<file path="src/rtl/fast_pkg.sv">
// fast_pkg: FAST field-op encoding, datatype/operator enums and per-datatype byte limits shared with the op scheduler
package fast_pkg;
  typedef enum logic [1:0] {DT_U32, DT_I32, DT_U64, DT_I64} datatype_e;
  typedef enum logic [1:0] {OP_NONE, OP_CONST, OP_COPY, OP_INCR} operator_e;
  localparam int FO_NUM_LSB = 0;
  localparam int FO_DT_LSB = 4;
  localparam int FO_OPR_LSB = 6;
  localparam int FO_OPT_BIT = 8;
  localparam int FO_PMAP_BIT = 9;
  localparam int FO_CONST_LSB = 10;
  localparam int LIMIT_32 = 5;
  localparam int LIMIT_64 = 10;
  typedef struct packed {
    logic [21:0] const_val;
    logic pmap;
    logic optional;
    operator_e opr;
    datatype_e dt;
    logic [3:0] num;
  } field_op_t;
  function automatic logic [3:0] byte_limit(datatype_e dt);
    return dt[1] ? 4'(LIMIT_64) : 4'(LIMIT_32);
  endfunction
endpackage

</file>
<file path="src/rtl/fast_field_decoder_if.sv">
// fast_field_decoder_if: op issue/complete, dictionary clear and beat stream between scheduler and decode lane
interface fast_field_decoder_if #(
  parameter int beat_width = 64,
  parameter int field_op_size = 32,
  parameter int value_width = 64
);
  logic op_valid;
  logic op_ready;
  logic [field_op_size-1:0] field_op;
  logic dict_clear;
  logic beat_valid;
  logic beat_ready;
  logic [beat_width-1:0] beat_data;
  logic [$clog2(beat_width/8):0] beat_bytes;
  logic field_complete;
  logic [3:0] field_num;
  logic [value_width-1:0] field_value;
  logic field_null;
  logic field_error;
  modport master (
    output op_valid, field_op, dict_clear, beat_valid, beat_data, beat_bytes,
    input op_ready, beat_ready, field_complete, field_num, field_value, field_null, field_error
  );
  modport slave (
    input op_valid, field_op, dict_clear, beat_valid, beat_data, beat_bytes,
    output op_ready, beat_ready, field_complete, field_num, field_value, field_null, field_error
  );
endinterface

</file>
<file path="src/rtl/fast_byte_unpacker.sv">
// fast_byte_unpacker: one-beat buffer handing out its valid bytes one per cycle, byte 0 first
module fast_byte_unpacker #(
  parameter int beat_width = 64
) (
  input logic clk,
  input logic rstn,
  input logic beat_valid,
  input logic [beat_width-1:0] beat_data,
  input logic [$clog2(beat_width/8):0] beat_bytes,
  output logic beat_ready,
  output logic byte_valid,
  output logic [7:0] byte_data,
  input logic byte_take
);
  logic [beat_width-1:0] buf_q;
  logic [$clog2(beat_width/8):0] left;
  assign beat_ready = left == '0;
  assign byte_valid = !beat_ready;
  assign byte_data = buf_q[7:0];
  // shifting the beat down stands in for a byte pointer into it
  always_ff @(posedge clk)
    if (!rstn) begin
      left <= '0;
      buf_q <= '0;
    end else if (beat_valid && beat_ready) begin
      buf_q <= beat_data;
      left <= beat_bytes;
    end else if (byte_take && byte_valid) begin
      buf_q <= buf_q >> 8;
      left <= left - 1'b1;
    end
endmodule

</file>
<file path="src/rtl/fast_field_decoder.sv">
// fast_field_decoder: one FAST field-decode lane applying none/constant/copy/increment against a per-field dictionary
module fast_field_decoder
  import fast_pkg::*;
#(
  parameter int beat_width = 64,
  parameter int max_message_size = 10,
  parameter int value_width = 64
) (
  input logic clk,
  input logic rstn,
  fast_field_decoder_if.slave bus
);
  typedef enum logic [1:0] {IDLE, DECODE, RESOLVE, DONE} state_e;
  state_e state, next;
  field_op_t op;
  operator_e in_opr;
  logic [value_width-1:0] dict [max_message_size];
  logic [max_message_size-1:0] defined;
  logic [value_width-1:0] acc, acc_next, cur, inc, res_value;
  logic [3:0] nbytes;
  logic [7:0] byte_data;
  logic byte_valid, byte_take, load, res_null, res_error, hit, known, nullable, stop, last, write;
  fast_byte_unpacker #(.beat_width(beat_width)) u_unpacker (
    .clk,
    .rstn,
    .beat_valid(bus.beat_valid),
    .beat_data(bus.beat_data),
    .beat_bytes(bus.beat_bytes),
    .beat_ready(bus.beat_ready),
    .byte_valid,
    .byte_data,
    .byte_take
  );
  assign bus.op_ready = state == IDLE;
  assign bus.field_complete = state == DONE;
  assign in_opr = operator_e'(bus.field_op[FO_OPR_LSB +: 2]);
  assign hit = 32'(op.num) < max_message_size;
  assign known = hit && defined[op.num];
  assign cur = hit ? dict[op.num] : '0;
  assign inc = (cur + value_width'(1)) & (op.dt[1] ? '1 : value_width'(32'hFFFF_FFFF));
  // the accumulator is zero on the first byte, so only the sign fill needs special casing
  assign acc_next = {(nbytes == 4'd0 && op.dt[0] && byte_data[6]) ? {(value_width-7){1'b1}} : acc[value_width-8:0], byte_data[6:0]};
  assign stop = byte_data[7];
  assign last = stop || nbytes + 4'd1 == byte_limit(op.dt);
  assign nullable = op.optional && op.opr != OP_CONST;
  assign write = state == DONE && !bus.field_null && !bus.field_error && op.opr != OP_CONST && hit;
  always_comb begin
    next = state;
    byte_take = 1'b0;
    load = 1'b0;
    res_null = 1'b0;
    res_error = 1'b0;
    res_value = '0;
    case (state)
      IDLE: if (bus.op_valid) next = in_opr == OP_NONE || (in_opr != OP_CONST && bus.field_op[FO_PMAP_BIT]) ? DECODE : RESOLVE;
      RESOLVE: begin
        next = DONE;
        load = 1'b1;
        res_null = op.opr == OP_CONST && op.optional && !op.pmap;
        res_error = op.opr != OP_CONST && !known;
        res_value = res_null || res_error ? '0 : op.opr == OP_CONST ? value_width'(op.const_val) : op.opr == OP_COPY ? cur : inc;
      end
      DECODE: if (byte_valid) begin
        byte_take = 1'b1;
        next = last ? DONE : DECODE;
        load = last;
        res_error = !stop;
        res_null = stop && nullable && acc_next == '0;
        res_value = !stop || res_null ? '0 : nullable && !(op.dt[0] && acc_next[value_width-1]) ? acc_next - value_width'(1) : acc_next;
      end
      default: next = IDLE;
    endcase
  end
  always_ff @(posedge clk)
    if (!rstn) begin
      state <= IDLE;
      op <= '0;
      acc <= '0;
      nbytes <= '0;
      defined <= '0;
      bus.field_num <= '0;
      bus.field_value <= '0;
      bus.field_null <= 1'b0;
      bus.field_error <= 1'b0;
    end else begin
      state <= next;
      if (bus.op_valid && bus.op_ready) begin
        op <= bus.field_op;
        acc <= '0;
        nbytes <= '0;
      end
      if (byte_take) begin
        acc <= acc_next;
        nbytes <= nbytes + 4'd1;
      end
      if (load) begin
        bus.field_num <= op.num;
        bus.field_value <= res_value;
        bus.field_null <= res_null;
        bus.field_error <= res_error;
      end
      if (bus.dict_clear) defined <= '0;
      else if (write) defined[op.num] <= 1'b1;
    end
  always_ff @(posedge clk)
    if (rstn && write) dict[op.num] <= bus.field_value;
endmodule

</file>
<file path="src/flat_wrapper.sv">
// flat-port wrapper written by rule: the top's interface ports become plain ports
module fast_field_decoder_flat import fast_pkg::*;
#(
  parameter int beat_width = 64,
  parameter int max_message_size = 10,
  parameter int value_width = 64
)
  (clk, rstn, bus_op_valid, bus_field_op, bus_dict_clear, bus_beat_valid, bus_beat_data, bus_beat_bytes, bus_op_ready, bus_beat_ready, bus_field_complete, bus_field_num, bus_field_value, bus_field_null, bus_field_error);
  fast_field_decoder_if #(.beat_width(beat_width), .value_width(value_width)) bus_i ();
  input logic clk;
  input logic rstn;
  input wire logic [$bits(bus_i.op_valid)-1:0] bus_op_valid;
  input wire logic [$bits(bus_i.field_op)-1:0] bus_field_op;
  input wire logic [$bits(bus_i.dict_clear)-1:0] bus_dict_clear;
  input wire logic [$bits(bus_i.beat_valid)-1:0] bus_beat_valid;
  input wire logic [$bits(bus_i.beat_data)-1:0] bus_beat_data;
  input wire logic [$bits(bus_i.beat_bytes)-1:0] bus_beat_bytes;
  output wire logic [$bits(bus_i.op_ready)-1:0] bus_op_ready;
  output wire logic [$bits(bus_i.beat_ready)-1:0] bus_beat_ready;
  output wire logic [$bits(bus_i.field_complete)-1:0] bus_field_complete;
  output wire logic [$bits(bus_i.field_num)-1:0] bus_field_num;
  output wire logic [$bits(bus_i.field_value)-1:0] bus_field_value;
  output wire logic [$bits(bus_i.field_null)-1:0] bus_field_null;
  output wire logic [$bits(bus_i.field_error)-1:0] bus_field_error;
  assign bus_i.op_valid = bus_op_valid;
  assign bus_i.field_op = bus_field_op;
  assign bus_i.dict_clear = bus_dict_clear;
  assign bus_i.beat_valid = bus_beat_valid;
  assign bus_i.beat_data = bus_beat_data;
  assign bus_i.beat_bytes = bus_beat_bytes;
  assign bus_op_ready = bus_i.op_ready;
  assign bus_beat_ready = bus_i.beat_ready;
  assign bus_field_complete = bus_i.field_complete;
  assign bus_field_num = bus_i.field_num;
  assign bus_field_value = bus_i.field_value;
  assign bus_field_null = bus_i.field_null;
  assign bus_field_error = bus_i.field_error;
  fast_field_decoder #(.beat_width(beat_width), .max_message_size(max_message_size), .value_width(value_width)) u_core (.clk(clk), .rstn(rstn), .bus(bus_i));
endmodule
</file>
<file path="config.mk">
export PLATFORM = sky130hd
export DESIGN_NAME = fast_field_decoder_flat
export DESIGN_NICKNAME = d
export VERILOG_FILES = /design/src/rtl/fast_pkg.sv /design/src/rtl/fast_field_decoder_if.sv /design/src/rtl/fast_byte_unpacker.sv /design/src/rtl/fast_field_decoder.sv /design/src/flat_wrapper.sv
export SDC_FILE = /design/constraint.sdc
export NUM_CORES = 1
export LEC_CHECK = 0
export CELL_PAD_IN_SITES_DETAIL_PLACEMENT = 0
export CELL_PAD_IN_SITES_GLOBAL_PLACEMENT = 1
export CORE_UTILIZATION = 50
export CTS_CLUSTER_DIAMETER = 200
export DETAILED_ROUTE_END_ITERATION = 8
export PLACE_DENSITY_LB_ADDON = 0.1
export SKIP_LAST_GASP = 1
export SLEW_MARGIN = 20
export SYNTH_ARGS = -nofsm -noshare
export SYNTH_HDL_FRONTEND = slang
export SYNTH_SLANG_ARGS = --single-unit
</file>
<file path="constraint.sdc">
create_clock -name clk -period 5.7 [get_ports clk]
set_input_delay 0.57 -clock clk [delete_from_list [all_inputs] [get_ports clk]]
set_output_delay 0.57 -clock clk [all_outputs]
set_load 0.05 [all_outputs]
</file>
Word-level counts from Yosys, hierarchy flattened
Memory sizes are Yosys's and may differ from the RTL's. A register that Yosys moved wholly into a read port is not among the register bits. Cells that the tools add are included.

Register bits after elaboration: 243. Memory bits (writable): 640. Input bits: 105. Word-level logic and storage cells: 118. Memories kept: 1.

Add/sub/neg operators: 4. $lt $le $gt $ge: 3. Equality and inequality tests: 10. Muxes and demuxes: 40. Bitwise operators: 3. Reductions and logical operators: 41.

Memories: u_core.dict (depth 10, bits a word 64, rd ports 1, clocked after Yosys merged registers in 1, write ports 1, RTL line fast_field_decoder.sv:17) `logic [value_width-1:0] dict [max_message_size];`.

Operators by type and width (count): $mux W64 (10); $mux W57 (3); $pmux W64 S2 (1); $add A64 B1 Y64 const B (1); $and A64 B64 Y64 (1); $logic_not A64 Y1 (1); $sub A64 B1 Y64 const B (1); $mux W4 (7); $logic_and A1 B1 Y1 (21); $or A10 B10 Y10 (1); $mux W1 (9); $logic_not A4 Y1 (2); $mux W2 (4); $logic_not A1 Y1 (7); $eq A2 B2 Y1 const B (3); $pmux W1 S2 (3); $pmux W2 S3 (1); $lt A4 B5 Y1 const B (1); $add A4 B1 Y4 const B (1); $bmux W1 S4 (1); $demux W1 S4 (1); $eq A2 B1 Y1 const B (2); $eq A4 B4 Y1 (1); $ge A4 B1 Y1 const B (1); 10 further kinds (17).

Depth between registers and ports, before layout
Gate-level depths: netlist of the first run.

Word-level depth: 11. Gate-level depth with buffers: 18. Gate-level depth less buffers: 11.

Modules after synthesis
From an unflattened synthesis of the first run, not the netlist that was laid out.

Cell total of the unflattened synthesis: 3050. Area total of the unflattened synthesis: 38961.1 um2.

By module, submodules not included: fast_field_decoder (times used 1, cells an instance 2667, area each 35601.6 um2, seq. area each 22801.9 um2); fast_byte_unpacker (times used 1, cells an instance 383, area each 3359.5 um2, seq. area each 1361.3 um2).

Least setup slack after synthesis of the first run
Ideal clock, no wire load.

Path kind: reg2reg. Start: reg u_core.state[0]. End: mem u_core.dict[4][0], enable pin. Library setup time: 0.486 ns. Arrival: 4.332 ns. Data required time: 5.214 ns. Setup slack: 0.881 ns. Stages on the path, launching flop included: 5. Clock period less this slack: 4.819 ns. Cell sequence: dfxtp_1 > ha_1 > nand3_1 > or3b_2 > nor2_1.

Longest elaborated chain between the ends: 8.

RTL lines: start: declaration (RTL line fast_field_decoder.sv:14) `state_e state, next;`; start signal: assignment (RTL line fast_field_decoder.sv:86) `state <= next;`; $eq A2 B2 Y1; net bus_field_complete (RTL line flat_wrapper.sv:20) `output wire logic [$bits(bus_i.field_complete)-1:0] bus_field_complete;`; $logic_and A1 B1 Y1 (4 in series) (RTL line fast_field_decoder.sv:46) `assign write = state == DONE && !bus.field_null && !bus.field_error && op.opr != OP_CONST && hit;`; $logic_and A1 B1 Y1 (RTL line fast_field_decoder.sv:106) `if (rstn && write) dict[op.num] <= bus.field_value;`; $mux W1 (RTL line fast_field_decoder.sv:106); $mux W1 (not written as such) (RTL line fast_field_decoder.sv:106); end: declaration (RTL line fast_field_decoder.sv:17).

The timed path passes the listed nets, and every way through them passes these cells.

==> impl_metrics.ini, run 1 <==
[status]
status = finished clean

[clock_network]
cts.sinks = 887
cts_resized = 0
clockBufferDepth = 3
postCtsSetupRepairBufs = 0
numCtsBuffers = 92
cts_hold_buf = 0
cts_tree = built
cts_root_buf = clkbuf_16
cts_max_level = 3
clkTransAtPathRegs_ns = 0.06
clock_latency_ns = 0.65

[sta]
max_freq_ghz = 0.2047
skew_ns = 0.01502
setup_viol = 0
drv_slew = 0
relSlewSlack_pct = 22.13
hold_viol = 0
worst_slew_pin_slew_ns = 1.166
grt_setup_unrepaired = no
period_share_pct = 85.72
period_minus_slack_ns = 4.886
setup_tns_ns = 0
whs_ns = 0.4567

[worst_setup_path]
critPathRequiredTime_ns = 6.23
slowest_stage = dfxtp_4
crit_chain = buf_4 -> buf_4 -> mux2i_1 -> a22oi_1 -> a31o_2 -> nor4bb_1 -> nand3_1 -> or4_1 -> nor3_1 -> xor2_1 -> o311a_1
crit_type = register to register
critical_path.max_stage_delay_ns = 0.91
worstPathMaxFanout = 44
critPathCaptureType = register
cp-start-kind = register
cp.arrival_ns = 5.41
cp_common_cell = buf_4

[floorplanning]
dieArea_sq_um = 77550
start_util_pct = 50.41
die_height_um = 278.5
rows = 101
die_w_um = 278.5
coreArea_sq_um = 75820
io_pins = 178

[final_layout]
multiInputGateArea_sq_um = 13160
layout.nets = 3303
seqCellArea_sq_um = 24170
diodes = 0
fillers = 6108
syn_to_final_growth_pct = 15.85
fin_cells = 4245
drive_gt1_share_pct = 11.08

[synth]
synth-xor-area-share_pct = 2.200
yosysUniqueCellTypes = 84
synthCells = 3054
ys_async_sr_fraction_pct = 0
synth_top_family_by_area = simple AND/OR/NAND/NOR gates
syn-cell-area_sq_um = 38220
yosys.area_share.adder_pct = 0.3208
synth-edff-count = 640
synthMuxAreaShare_pct = 9.533
synthSimpleGateAreaFrac_pct = 11.27
syn_avg_cell_area_sq_um = 12.51
synth-compound-area-share_pct = 10.66
dominantRegCellSynth = edfxtp_1
synth_seq_area_share_pct = 63.22
yosysWarnings = 0
syn_nets = 3168
synth_seq_cells = 887

[drt]
routed_via_density = 6.262
firstDrtPassIters = 6
vias = 26580
drtIter0Drc = 2603
drt_wl_total_mm = 112.6
drc = 0
wl_per_cell_um = 26.54
drtAntennaViolNets = 0

[global_routing]
track_usage_pct = 28.77
grt_max_degree = 118
grt_pass1_wl_mm = 166.8
grt_pass1_vias = 26170
gr-total-overflow = 0
antenna_found_initial = 0

[hold_path]
hold_start = u_core.u_unpacker.buf_q[49]
hold_path.class = register to register

[placement]
place.gp.congestion = 0.9004
dpl.hpwl_mm = 69.54
portBuffers = 177
place_inst = 4073

[power]
peakVddDrop_v = 0.0003679
powerDensity_nw_per_um2 = 440.2
total_power_uw = 19490
power.leakage_uw = 0.01453

[job]
max_cap_viol_count = 0
[synthesized netlist by cell type (all sizes together), types with 9 or more instances]
cell    number  area [sq um]
nand2b       9         56.30
dfxtp      247          4945
xnor2       41         359.1
a21oi      205          1026
o21ai       93         465.4
or2          9         56.30
inv         15         56.30
o22ai       31         193.9
mux4        51          1149
nor4        29         187.7
a22oi       92         690.7
clkbuf     145         544.3
mux2i      229          2292
o211ai      10         75.07
nand3       57         290.3
a31o        19         166.4
or4         15         112.6
edfxtp     640         19220
and2        17         106.4
nor3       101         505.5
a311oi      25         219.0
mux2        18         202.7
or3         17         106.4
and3        14         87.58
ha           9         112.6
buf         67         465.5
a211oi      36         275.3
xor2        55         481.7
nor2b       18         112.6
nor2       287          1077
nand4       27         168.9
nand2      238         893.4
and4        19         166.4
a221oi       9         78.83
a31oi       63         394.1
[stage by stage]
stage	utilization [%]	worst slack [ns]	area [sq um]
2_1_floorplan	-	0.8811	38220
3_3_place_gp	54.19	0.8961	41090
3_5_place_dp	54.19	0.8926	41090
4_1_cts	58.39	0.8875	44280
5_1_grt	58.39	0.5954	44280
6_report	58.39	0.8138	44280
[layout by cell type, fill, tap and decap left out, drive strengths merged, types with 36 or more instances in the layout]
cell,count
a211oi,36
a21oi,205
a22oi,92
a31oi,63
buf,77
clkbuf,131
clkdlybuf4s50,176
dfxtp,247
edfxtp,640
mux2i,229
mux4,51
nand2,238
nand3,57
nor2,287
nor3,101
o21ai,93
xnor2,41
xor2,55
[critical path, delay by kind of cell, from the launching register on]
family	cells	cell delay, ns
AO/OA/AOI/OAI	3	0.74
XOR/XNOR	1	0.11
buffers and inverters	2	0.85
flip-flops	1	0.91
multiplexers	1	0.12
AND/OR/NAND/NOR	4	1.99
[path summary, 6_finish.rpt]
| check | slack, ns | endpoint | cells after the start |
|---|---|---|---|
| max | 0.81 | u_core.bus.field_value[63] | 11 |
| min | 0.46 | u_core.u_unpacker.buf_q[49] | 2 |
| max reg2reg | 0.81 | u_core.bus.field_value[63] | 11 |
| min reg2reg | 0.46 | u_core.u_unpacker.buf_q[49] | 2 |
[kinds of logic after synthesis]
| group | after synthesis |
|---|---|
| AND/OR/NAND/NOR | 897 |
| flip-flops | 887 |
| AO/OA/AOI/OAI | 639 |
| multiplexers | 298 |
| buffers and inverters | 227 |
| XOR/XNOR | 96 |
| adder cells (fa/ha/maj) | 10 |
[area by class of cell]
class | count | area share (%)
Timing Repair Buffer | 253 | 5.590
Tap cell | 978 | 2.764
Clock buffer | 131 | 6.118
Clock inverter | 41 | 1.080
Sequential cell | 887 | 54.60
Inverter | 15 | 0.1385
Multi-Input combinational cell | 1940 | 29.71
[where the power goes]
group	total (uW)	leakage (uW)	switching (uW)	internal, uW
clock network	6260	0.00155	2530	3730
logic	4980	0.00494	3220	1760
registers	8250	0.00803	686	7560
[routing by layer]
layer  vias to the layer above  part of all wire (%)  track usage [%]
li1                      11920                     -                -
met1                     13440                    43            40.66
met2                      1078                    47            46.07
met3                       150                   7.7            4.433
met4                         0                   2.4            8.411
met5                         -                     0                0
[state kept, by name, summed over array words and instances, names as in the netlist, named ones only]
register and flops:
u_core.bus.field_error 1, u_core.state 2, u_core.bus.field_num 4, u_core.acc 57, u_core.bus.field_value 64, u_core.u_unpacker.left 4, u_core.defined 10, u_core.op 32
u_core.bus.field_null 1, u_core.u_unpacker.buf_q 64, u_core.dict 640, u_core.nbytes 4
Note: power is estimated with default switching activity, not from simulation.
==> inputs of run 2 (changes only) <==
--- a/config.mk
+++ b/config.mk
@@ -5,11 +5,13 @@
 export SDC_FILE = /design/constraint.sdc
 export NUM_CORES = 1
 export LEC_CHECK = 0
+export CAP_MARGIN = 10
 export CELL_PAD_IN_SITES_DETAIL_PLACEMENT = 0
 export CELL_PAD_IN_SITES_GLOBAL_PLACEMENT = 1
 export CORE_UTILIZATION = 50
 export CTS_CLUSTER_DIAMETER = 200
 export DETAILED_ROUTE_END_ITERATION = 8
+export GPL_TIMING_DRIVEN = 0
 export PLACE_DENSITY_LB_ADDON = 0.1
 export SKIP_LAST_GASP = 1
 export SLEW_MARGIN = 20
==> run 2 against run 1 <==
  * Register-to-register slack got worse by 0.65 ns
  * Critical path type unchanged
  * Combinational power grew 8.4%
  * Largest power group unchanged
  * Routed wire length rose by 13%
==> impl_metrics.ini, run 2 (synthesis results as in run 1) <==
[sta]
worst_slew_pin_slew_ns = 1.095
setup_tns_ns = 0
drv_slew = 0
period_minus_slack_ns = 5.536
period_share_pct = 97.12
max_freq_ghz = 0.1806
whs_ns = 0.4557
hold_viol = 0
grt_setup_unrepaired = no
relSlewSlack_pct = 27.00
skew_ns = 0.04019
setup_viol = 0

[worst_setup_path]
slowest_stage = clkbuf_1
crit_chain = clkbuf_1 -> o21a_1 -> clkbuf_1 -> clkbuf_2 -> clkbuf_2 -> nor2_1 -> ha_1 -> nand4bb_1 -> nor4_1 -> and4_1 -> clkbuf_1 -> clkbuf_1 -> nand4_1 -> xnor2_1 -> o22ai_1
rr_worst_depth = 15
critPathRequiredTime_ns = 6.21
cp.arrival_ns = 6.05
crit_type = register to register
crit_end = u_core.bus.field_value[58]
r2r-end = u_core.bus.field_value[58]
r2r_setup_slack_ns = 0.16
worstPathMaxFanout = 10
cp_common_cell = clkbuf_1
r2r_start = u_core.op[3]
critical_path.max_stage_delay_ns = 0.52
critical_path_depth = 15
startpoint = u_core.op[3]
crit_buf_inv = 6
crit_family = buffers and inverters
cp-start-kind = register
critPathCaptureType = register

[placement]
place.gp.congestion = 0.9442
dpl.hpwl_mm = 92.39
portBuffers = 177
placed_cell_area_sq_um = 42200
place_inst = 4248

[clock_network]
cts_resized = 3
cts_tree = built
clockBufferDepth = 3
cts_hold_buf = 0
clkTransAtPathRegs_ns = 0.06
cts_root_buf = clkbuf_16
cts_max_level = 3
clock_latency_ns = 0.66
postCtsSetupRepairBufs = 0
cts.sinks = 887
numCtsBuffers = 92

[floorplanning]
rows = 101
start_util_pct = 50.41
coreArea_sq_um = 75820
die_height_um = 278.5
die_w_um = 278.5
io_pins = 178
dieArea_sq_um = 77550

[hold_path]
hold_path.class = register to register
holdPathStages = 2

[final_layout]
largest_register_ffs = 640
largest-register = u_core.dict
syn_to_final_growth_pct = 18.38
fillers = 6080
drive_gt1_share_pct = 10.56
fin_cells = 4415
layout_commonest_cell = edfxtp_1
design_area_sq_um = 45240
layout.nets = 3478
reg_top3 = u_core.dict: 640 flops, u_core.bus.field_value: 64 flops, u_core.u_unpacker.buf_q: 64 flops
final_cell_mix = 640 x edfxtp_1, 277 x nor2_1, 247 x dfxtp_1

[drt]
wl_per_cell_um = 28.84
vias = 27800
drtIter0Drc = 3042
firstDrtPassIters = 6
drtAntennaViolNets = 0
routed_via_density = 6.296
drt_wl_total_mm = 127.3
drc = 0

[power]
p_clk_share_pct = 30.7
power.leakage_uw = 0.01488
p_sw_share_pct = 34.76
powerDensity_nw_per_um2 = 434.4
power.switching_uw = 6831
comb_power_share_pct = 27.5
p_int_uw = 12820
p_seq_share_pct = 41.9
peakVddDrop_v = 0.0003081
total_power_uw = 19660

[global_routing]
track_usage_pct = 32.63
grt_pass1_wl_mm = 184.3
gr-total-overflow = 0
antenna_found_initial = 1
grt_max_degree = 23
grt_pass1_vias = 27120

[status]
status = finished clean

[job]
max_cap_viol_count = 0
run 2: tightest hold or removal path: stages, from the launching register on:
cell and delay, ns:
dfxtp_1 0.31, nand2_1 0.05, a21oi_1 0.05
run 2: cell type report:
type,instances,area (sq um),share of cell area (%)
Antenna cell,1,2.502,0.005531
Buffer,212,1020,2.254
Clock buffer,110,2472,5.465
Clock inverter,56,558.0,1.233
Inverter,15,56.30,0.1244
Multi-Input combinational cell,1940,13090,28.93
Sequential cell,887,24160,53.41
Tap cell,978,1224,2.705
Timing Repair Buffer,216,2660,5.879
run 2: metal layers:
layer | wire [um] | share of wire [%] | GRT usage (%) | vias up
li1 | - | - | - | 12290
met1 | 53220 | 42 | 44.91 | 14070
met2 | 60660 | 48 | 53.60 | 1236
met3 | 9286 | 7.3 | 4.113 | 199
met4 | 4182 | 3.3 | 11.13 | 0
met5 | 0 | 0 | 0 | -
run 2: worst min-delay path by stage:
| stage | slack [ns] | to | from |
|---|---|---|---|
| 2_1_floorplan | 0.43 | u_core.op[9] | u_core.op[9] |
| 3_3_place_gp | 0.44 | u_core.defined[1] | u_core.defined[1] |
| 3_5_place_dp | 0.45 | u_core.op[9] | u_core.op[9] |
| 4_1_cts | 0.46 | u_core.op[9] | u_core.op[9] |
| 5_1_grt | 0.48 | u_core.op[13] | u_core.op[13] |
| 6_report | 0.46 | u_core.op[9] | u_core.op[9] |
run 2: power groups by stage:
stage	Combinational (uW)	Clock [uW]	Sequential [uW]
after floorplan	3180	0	8380
after global placement	5250	0	8320
after detailed placement	5310	0	8340
after CTS	5340	6070	8210
after global routing	5770	6320	8290
final	5400	6020	8230
run 2: through the flow:
stage | utilization, % | setup slack (ns)
after floorplan | - | 0.8811
after global placement | 54.36 | -4.167
after detailed placement | 55.65 | -0.2956
after CTS | 59.66 | -0.006697
after global routing | 59.67 | 0.02531
final | 59.67 | 0.1640
